==> src/rtl/decode_stage_pkg.sv <==
// Shared types and constants for the RV32I decode stage.
package decode_stage_pkg;

    localparam int unsigned DATA_W = 32;
    localparam int unsigned REG_AW = 5;
    localparam int unsigned ALUOP_W = 4;

    // RV32I major opcodes
    localparam logic [6:0] OPC_OP     = 7'b0110011;
    localparam logic [6:0] OPC_OP_IMM = 7'b0010011;
    localparam logic [6:0] OPC_LOAD   = 7'b0000011;
    localparam logic [6:0] OPC_STORE  = 7'b0100011;
    localparam logic [6:0] OPC_BRANCH = 7'b1100011;
    localparam logic [6:0] OPC_LUI    = 7'b0110111;
    localparam logic [6:0] OPC_AUIPC  = 7'b0010111;
    localparam logic [6:0] OPC_JAL    = 7'b1101111;
    localparam logic [6:0] OPC_JALR   = 7'b1100111;

    // ALU op encoding: {funct7[5], funct3}
    localparam logic [3:0] ALU_ADD  = 4'b0000;
    localparam logic [3:0] ALU_SUB  = 4'b1000;
    localparam logic [3:0] ALU_SLL  = 4'b0001;
    localparam logic [3:0] ALU_SLT  = 4'b0010;
    localparam logic [3:0] ALU_SLTU = 4'b0011;
    localparam logic [3:0] ALU_XOR  = 4'b0100;
    localparam logic [3:0] ALU_SRL  = 4'b0101;
    localparam logic [3:0] ALU_SRA  = 4'b1101;
    localparam logic [3:0] ALU_OR   = 4'b0110;
    localparam logic [3:0] ALU_AND  = 4'b0111;

    typedef enum logic [2:0] {
        IMM_NONE,
        IMM_I,
        IMM_S,
        IMM_B,
        IMM_U,
        IMM_J
    } imm_fmt_e;

    // Decoder output for one instruction word
    typedef struct packed {
        logic [DATA_W-1:0]  imm;
        logic [REG_AW-1:0]  rd;
        logic [ALUOP_W-1:0] alu_op;
        logic               alu_src_imm;
        logic               mem_read;
        logic               mem_write;
        logic               reg_write;
        logic               branch;
        logic               jump;
        logic               illegal;
        logic               uses_rs1;
        logic               uses_rs2;
    } dec_t;

    // ID/EX pipeline register payload
    typedef struct packed {
        logic [DATA_W-1:0]  pc;
        logic [DATA_W-1:0]  rs1_val;
        logic [DATA_W-1:0]  rs2_val;
        logic [DATA_W-1:0]  imm;
        logic [REG_AW-1:0]  rd;
        logic [ALUOP_W-1:0] alu_op;
        logic               alu_src_imm;
        logic               mem_read;
        logic               mem_write;
        logic               reg_write;
        logic               branch;
        logic               jump;
        logic               illegal;
    } idex_t;

    // Register read with write-back forwarding; x0 always reads zero
    function automatic logic [DATA_W-1:0] bypass_read(
        input logic [REG_AW-1:0] addr,
        input logic [DATA_W-1:0] rdata,
        input logic              we,
        input logic [REG_AW-1:0] wrd,
        input logic [DATA_W-1:0] wdata
    );
        if (addr == '0)
            return '0;
        else if (we && (wrd == addr))
            return wdata;
        else
            return rdata;
    endfunction

endpackage

==> src/rtl/decode_stage_instr_decoder.sv <==
// Combinational RV32I decode and immediate generation.
module instr_decoder
    import decode_stage_pkg::*;
(
    input  logic [DATA_W-1:0] i_instr,
    output dec_t              o_dec_c
);

    logic [6:0] w_opcode;
    logic [2:0] w_funct3;
    logic       w_f7b5;
    imm_fmt_e   w_fmt;
    dec_t       w_ctrl;
    logic [DATA_W-1:0] w_imm;

    assign w_opcode = i_instr[6:0];
    assign w_funct3 = i_instr[14:12];
    assign w_f7b5   = i_instr[30];

    // Control decode per opcode
    always_comb begin
        w_ctrl        = '0;
        w_ctrl.alu_op = ALU_ADD;
        w_ctrl.rd     = i_instr[11:7];
        w_fmt         = IMM_NONE;
        case (w_opcode)
            OPC_OP: begin
                w_ctrl.reg_write = 1'b1;
                w_ctrl.alu_op    = {w_f7b5, w_funct3};
                w_ctrl.uses_rs1  = 1'b1;
                w_ctrl.uses_rs2  = 1'b1;
            end
            OPC_OP_IMM: begin
                w_ctrl.reg_write   = 1'b1;
                w_ctrl.alu_src_imm = 1'b1;
                w_ctrl.uses_rs1    = 1'b1;
                w_fmt              = IMM_I;
                if ((w_funct3 == 3'b001) || (w_funct3 == 3'b101))
                    w_ctrl.alu_op = {w_f7b5, w_funct3};
                else
                    w_ctrl.alu_op = {1'b0, w_funct3};
            end
            OPC_LOAD: begin
                w_ctrl.reg_write   = 1'b1;
                w_ctrl.mem_read    = 1'b1;
                w_ctrl.alu_src_imm = 1'b1;
                w_ctrl.uses_rs1    = 1'b1;
                w_fmt              = IMM_I;
            end
            OPC_STORE: begin
                w_ctrl.rd          = '0;
                w_ctrl.mem_write   = 1'b1;
                w_ctrl.alu_src_imm = 1'b1;
                w_ctrl.uses_rs1    = 1'b1;
                w_ctrl.uses_rs2    = 1'b1;
                w_fmt              = IMM_S;
            end
            OPC_BRANCH: begin
                // funct3 carried so execute can select the comparison
                w_ctrl.rd       = '0;
                w_ctrl.branch   = 1'b1;
                w_ctrl.alu_op   = {1'b0, w_funct3};
                w_ctrl.uses_rs1 = 1'b1;
                w_ctrl.uses_rs2 = 1'b1;
                w_fmt           = IMM_B;
            end
            OPC_LUI, OPC_AUIPC: begin
                w_ctrl.reg_write   = 1'b1;
                w_ctrl.alu_src_imm = 1'b1;
                w_fmt              = IMM_U;
            end
            OPC_JAL: begin
                w_ctrl.reg_write = 1'b1;
                w_ctrl.jump      = 1'b1;
                w_fmt            = IMM_J;
            end
            OPC_JALR: begin
                w_ctrl.reg_write   = 1'b1;
                w_ctrl.jump        = 1'b1;
                w_ctrl.alu_src_imm = 1'b1;
                w_ctrl.uses_rs1    = 1'b1;
                w_fmt              = IMM_I;
            end
            default: begin
                w_ctrl.illegal = 1'b1;
            end
        endcase
        if (w_ctrl.rd == '0)
            w_ctrl.reg_write = 1'b0;
    end

    // Sign-extended immediate per format
    always_comb begin
        w_imm = '0;
        case (w_fmt)
            IMM_I:   w_imm = {{20{i_instr[31]}}, i_instr[31:20]};
            IMM_S:   w_imm = {{20{i_instr[31]}}, i_instr[31:25], i_instr[11:7]};
            IMM_B:   w_imm = {{19{i_instr[31]}}, i_instr[31], i_instr[7],
                              i_instr[30:25], i_instr[11:8], 1'b0};
            IMM_U:   w_imm = {i_instr[31:12], 12'b0};
            IMM_J:   w_imm = {{11{i_instr[31]}}, i_instr[31], i_instr[19:12],
                              i_instr[20], i_instr[30:21], 1'b0};
            default: w_imm = '0;
        endcase
    end

    // Merge control and immediate
    always_comb begin
        o_dec_c     = w_ctrl;
        o_dec_c.imm = w_imm;
    end

endmodule

==> src/rtl/decode_stage.sv <==
// RV32I decode stage: ID/EX register, handshakes, load-use stall, WB bypass.
module decode_stage
    import decode_stage_pkg::*;
#(
    parameter int unsigned XLEN = 32,
    parameter int unsigned NREG = 32
) (
    input  logic                    clk,
    input  logic                    rst,
    input  logic                    if_valid,
    output logic                    if_ready,
    input  logic [XLEN-1:0]         if_instr,
    input  logic [XLEN-1:0]         if_pc,
    output logic [$clog2(NREG)-1:0] rs1_addr,
    output logic [$clog2(NREG)-1:0] rs2_addr,
    input  logic [XLEN-1:0]         rs1_data,
    input  logic [XLEN-1:0]         rs2_data,
    input  logic                    wb_we,
    input  logic [$clog2(NREG)-1:0] wb_rd,
    input  logic [XLEN-1:0]         wb_data,
    input  logic                    flush,
    output logic                    ex_valid,
    input  logic                    ex_ready,
    output logic [XLEN-1:0]         ex_pc,
    output logic [XLEN-1:0]         ex_rs1_val,
    output logic [XLEN-1:0]         ex_rs2_val,
    output logic [XLEN-1:0]         ex_imm,
    output logic [$clog2(NREG)-1:0] ex_rd,
    output logic [3:0]              ex_alu_op,
    output logic                    ex_alu_src_imm,
    output logic                    ex_mem_read,
    output logic                    ex_mem_write,
    output logic                    ex_reg_write,
    output logic                    ex_branch,
    output logic                    ex_jump,
    output logic                    ex_illegal,
    output logic [31:0]             bubble_count
);

    dec_t              w_dec;
    idex_t             w_next;
    logic [REG_AW-1:0] w_rs1_addr;
    logic [REG_AW-1:0] w_rs2_addr;
    logic              w_hazard;
    logic              w_accept;

    idex_t             r_ex;
    logic              r_ex_valid;
    logic [31:0]       r_bubble_count;

    instr_decoder u_dec (
        .i_instr (if_instr),
        .o_dec_c (w_dec)
    );

    assign w_rs1_addr = if_instr[19:15];
    assign w_rs2_addr = if_instr[24:20];
    assign rs1_addr   = w_rs1_addr;
    assign rs2_addr   = w_rs2_addr;

    // Load-use: the load in EX writes a register the incoming instruction reads
    assign w_hazard = if_valid && r_ex_valid && r_ex.mem_read && (r_ex.rd != '0) &&
                      ((w_dec.uses_rs1 && (r_ex.rd == w_rs1_addr)) ||
                       (w_dec.uses_rs2 && (r_ex.rd == w_rs2_addr)));

    assign if_ready = (!r_ex_valid || ex_ready) && !w_hazard && !flush;
    assign w_accept = if_valid && if_ready;

    // Assemble the next ID/EX payload with forwarded operands
    always_comb begin
        w_next             = '0;
        w_next.pc          = if_pc;
        w_next.rs1_val     = bypass_read(w_rs1_addr, rs1_data, wb_we, wb_rd, wb_data);
        w_next.rs2_val     = bypass_read(w_rs2_addr, rs2_data, wb_we, wb_rd, wb_data);
        w_next.imm         = w_dec.imm;
        w_next.rd          = w_dec.rd;
        w_next.alu_op      = w_dec.alu_op;
        w_next.alu_src_imm = w_dec.alu_src_imm;
        w_next.mem_read    = w_dec.mem_read;
        w_next.mem_write   = w_dec.mem_write;
        w_next.reg_write   = w_dec.reg_write;
        w_next.branch      = w_dec.branch;
        w_next.jump        = w_dec.jump;
        w_next.illegal     = w_dec.illegal;
    end

    // ID/EX register: flush beats accept, accept beats drain
    always_ff @(posedge clk or posedge rst) begin
        if (rst) begin
            r_ex_valid <= 1'b0;
            r_ex       <= '0;
        end else if (flush) begin
            r_ex_valid <= 1'b0;
        end else if (w_accept) begin
            r_ex_valid <= 1'b1;
            r_ex       <= w_next;
        end else if (ex_ready) begin
            r_ex_valid <= 1'b0;
        end
    end

    // Saturating load-use bubble counter
    always_ff @(posedge clk or posedge rst) begin
        if (rst)
            r_bubble_count <= '0;
        else if (w_hazard && ex_ready && !flush && (r_bubble_count != '1))
            r_bubble_count <= r_bubble_count + 32'd1;
    end

    assign ex_valid       = r_ex_valid;
    assign ex_pc          = r_ex.pc;
    assign ex_rs1_val     = r_ex.rs1_val;
    assign ex_rs2_val     = r_ex.rs2_val;
    assign ex_imm         = r_ex.imm;
    assign ex_rd          = r_ex.rd;
    assign ex_alu_op      = r_ex.alu_op;
    assign ex_alu_src_imm = r_ex.alu_src_imm;
    assign ex_mem_read    = r_ex.mem_read;
    assign ex_mem_write   = r_ex.mem_write;
    assign ex_reg_write   = r_ex.reg_write;
    assign ex_branch      = r_ex.branch;
    assign ex_jump        = r_ex.jump;
    assign ex_illegal     = r_ex.illegal;
    assign bubble_count   = r_bubble_count;

endmodule

==> config.mk <==
export PLATFORM = sky130hd
export DESIGN_NAME = decode_stage
export DESIGN_NICKNAME = d
export VERILOG_FILES = /design/src/rtl/decode_stage_pkg.sv /design/src/rtl/decode_stage_instr_decoder.sv /design/src/rtl/decode_stage.sv
export SDC_FILE = /design/constraint.sdc
export NUM_CORES = 1
export LEC_CHECK = 0
export BUFFER_PORTS_ARGS = -buffer_cell sky130_fd_sc_hd__buf_4
export CAP_MARGIN = 20
export CORE_ASPECT_RATIO = 1.1
export CORE_MARGIN = 1.5
export CORE_UTILIZATION = 35
export DETAILED_ROUTE_END_ITERATION = 8
export HOLD_SLACK_MARGIN = 0.05
export SYNTH_ARGS = -nofsm -noshare
export SYNTH_HDL_FRONTEND = slang
export SYNTH_SLANG_ARGS = --single-unit
export TNS_END_PERCENT = 50
==> constraint.sdc <==
create_clock -name clk -period 6.8 [get_ports clk]
set_clock_uncertainty 0.15 [all_clocks]
set_input_delay 0.68 -clock clk [delete_from_list [all_inputs] [get_ports clk]]
set_output_delay 0.68 -clock clk [all_outputs]
set_load 0.02 [all_outputs]
==> results by group <==
STA
  – Final setup vio count: 0
  – Period Utilization, post-route: 0.490
  – Relative slew margins: 0.196
  – Measured slew at the worst slew-check pin: 1210 ps
  – Top achievable clock speed: between 300 and 400 MHz
  – Post-route setup TNS: 0 ps
  – Final hold violations: 0
  – RSZ-0062 raised after global routing: false
  – Crit path time final: approximately 3300 ps
  – Fin. max-slew vios: 0

Power
  – Design Power: ~2.8 mW
  – Max VDD drop: around 0.15 mV
  – Power per Cell Area: ~240 nW/um2
  – Leak Pwr: roughly 5.5 nW

Clocking
  – Clock sinks: 177
  – CTS Buf Count: 17
  – Clock input transition at the sequential cells of the worst setup and hold paths: 80 ps
  – Maximum level of the CTS H-tree: 4
  – Post-CTS Hold Fix Bufs: 0
  – Root Driver: clkbuf_16
  – CTS tree: done
  – Setup Buffers After CTS: 0
  – Bufs on Longest Clock Path: 2
  – Worst skew pair latency: between 400 and 500 ps
  – Cts repair resizes: 0

Route
  – Vias: ~7300
  – Vias per cell: about 5
  – Remaining antenna violation count: 0
  – DRC: 0
  – Wire length per cell: ~19 um
  – DRT iter0 DRCs: roughly 350
  – Routed wire length: around 27000 um
  – 1st-pass router iterations: 5

Layout
  – Fraction of layout cells with a size suffix above 1: 0.383
  – Nets: between 1000 and 1500
  – # diodes: 0
  – Area growth, synth to finish: 39.4%
  – Layout filler cell count: 2281

Job
  – Max_cap viols: 0

Place
  – DP Wirelength: about 20000 um
  – # port buffers: 358
  – GPL Wtd Cong: ~0.83

Synthesis
  – Yosys warns: 0
  – Most frequent cell after synthesis: dfrtp_1
  – Yosys cell types: 45
  – Synth top area share: 0.522
  – Syn_nets: between 900 and 1000
  – Gate Count Post-Synth: 812
  – Mean Syn Cell Area: 10.5 um2
  – Most used flip-flop cell after synthesis: dfrtp_1
  – Top cell type by total area after synthesis: dfrtp_1
  – Cell Area, Synth: approximately 8500 um2
  – Number of synthesized flops with an enable pin: 0
  – Ys async rst share: 1.00
  – List of most frequent post-synthesis cells: dfrtp_1 (177), nand2_1 (148), o31ai_1 (66), mux2i_1 (64), o21ai_0 (45)
  – Main area contributors after synthesis: dfrtp_1 (52%), mux2i_1 (7.5%), nand2_1 (6.5%)
  – Seq/Total Area, Yosys: 0.522
  – Register bit total from synthesis: approximately 180

Critical path
  – Critical-path top delay cell: or4_1
  – CP startpoint kind: flop
  – Crit end category: output port
  – Worst Path Required: 5970 ps
  – Crit path buf inv count: 1
  – CP delay by family, top: simple AND/OR/NAND/NOR gates
  – CP arrival: 2500 ps
  – Crit-path max FO: 7
  – Critical path class: reg -> out
  – Slowest stage delay, CP: a little over 600 ps
  – Critical-path cell list: or4_1 > o21bai_1 > nor2_1 > nor3_1 > buf_4

Die
  – Top Ports: roughly 360
  – Die Area: about 25000 um2
  – Die H: 166 um
  – Row count: 59
  – Initial Utilization: 0.357
  – Die Wd: ~150 um
  – Core ar.: 23800 um2

Global route
  – First-pass GRT wire length: around 40000 um
  – GRT Overall Usage: 0.213
  – Vias in the first global route: slightly above 7000
  – Gr ovfl total: 0
  – Largest net degree at the start of global routing: around 260
  – Initial antenna violation count: 0

Outcome
  – Status: finished, final reports clean

Hold path
  – Worst hold path type: in -> async
-- layer usage --
metal  global-route usage  vias up  routed length (um)
met5                    0        -                   0
met4               0.0439        0                 248
met3               0.0571       16                1820
met2                0.369      234               13800
met1                0.262     3548               11200
li1                     -     3504                   -
-- worst paths after layout --
path                                 from               to  slack (ps)  depth (start not counted)
setup / recovery                 ex_rd[2]         if_ready        3470                          5
hold / removal                        rst        ex_pc[22]         310                          2
setup reg to reg                 ex_rd[4]        ex_pc[25]        3670                          6
hold reg to reg            ex_rs1_val[31]   ex_rs1_val[31]         330                          2
max in group asynchronous             rst  bubble_count[4]        4600                          3
min in group clk                if_pc[20]        ex_pc[20]         320                          2
-- layout by cell type (no fill, tap or decap), drive strengths merged, types with 2 or more instances in the layout --
cell type / instances
a21boi: 2
a21oi: 26
a22oi: 5
and2: 2
and3: 4
and3b: 2
buf: 362
clkbuf: 19
clkinv: 2
clkinvlp: 2
dfrtp: 177
inv: 15
mux2: 35
mux2i: 64
nand2: 148
nand2b: 4
nand3: 18
nand4: 13
nor2: 31
nor2b: 5
nor3: 10
nor4: 8
o211ai: 3
o21ai: 49
o31ai: 66
or2: 2
or3: 5
or4: 5
xnor2: 22
xor2: 28
-- report_power, final --
group	internal [mW]	total, mW	leakage [nW]	switching (mW)
logic	0.290	0.637	2.99	0.347
clock network	0.493	0.962	0.272	0.469
registers	1.16	1.22	2.27	0.0636
-- logic make-up after synthesis --
logic type	synth area share
xor gates and xnor gates	0.0516
DFF	0.522
and+or+nand+nor	0.140
buffers and inverters	0.0439
AOI/OAI and AO/OA	0.119
adders and majority gates	0.00147
muxes	0.122
-- cell type report --
type,count,area [um2],share of cell area
clock buffer,19,443,0.0374
clock inverter,13,115,0.00973
inverter,6,27.5,0.00233
multi-input combinational,569,3700,0.313
sequential,177,4430,0.374
tap,305,382,0.0323
timing repair buffer,362,2730,0.231
-- per-stage QoR --
| stage | area [um2] | util | hold slack [ps] | instances | setup WS, ps |
|---|---|---|---|---|---|
| final | 11800 | 0.498 | 310 | 1451 | 3470 |
| after CTS | 11800 | 0.498 | 300 | 1451 | 3460 |
| after global placement | 11300 | 0.474 | 311 | 1419 | 3330 |
| after floorplan | 8490 | - | 426 | 812 | 1170 |
| after detailed placement | 11300 | 0.474 | 317 | 1419 | 3290 |
| after global routing | 11800 | 0.498 | 300 | 1451 | 3360 |
-- registers in the layout, indices dropped and copies added (netlist names) --
| name | count |
|---|---|
| ex_illegal | 1 |
| ex_branch | 1 |
| ex_alu_src_imm | 1 |
| ex_valid | 1 |
| ex_rs2_val | 32 |
| ex_rd | 5 |
| ex_mem_read | 1 |
| ex_pc | 32 |
| ex_mem_write | 1 |
| ex_rs1_val | 32 |
| ex_jump | 1 |
| ex_imm | 32 |
| bubble_count | 32 |
| ex_reg_write | 1 |
| ex_alu_op | 4 |
No activity file was read; power rests on OpenSTA's default activity.
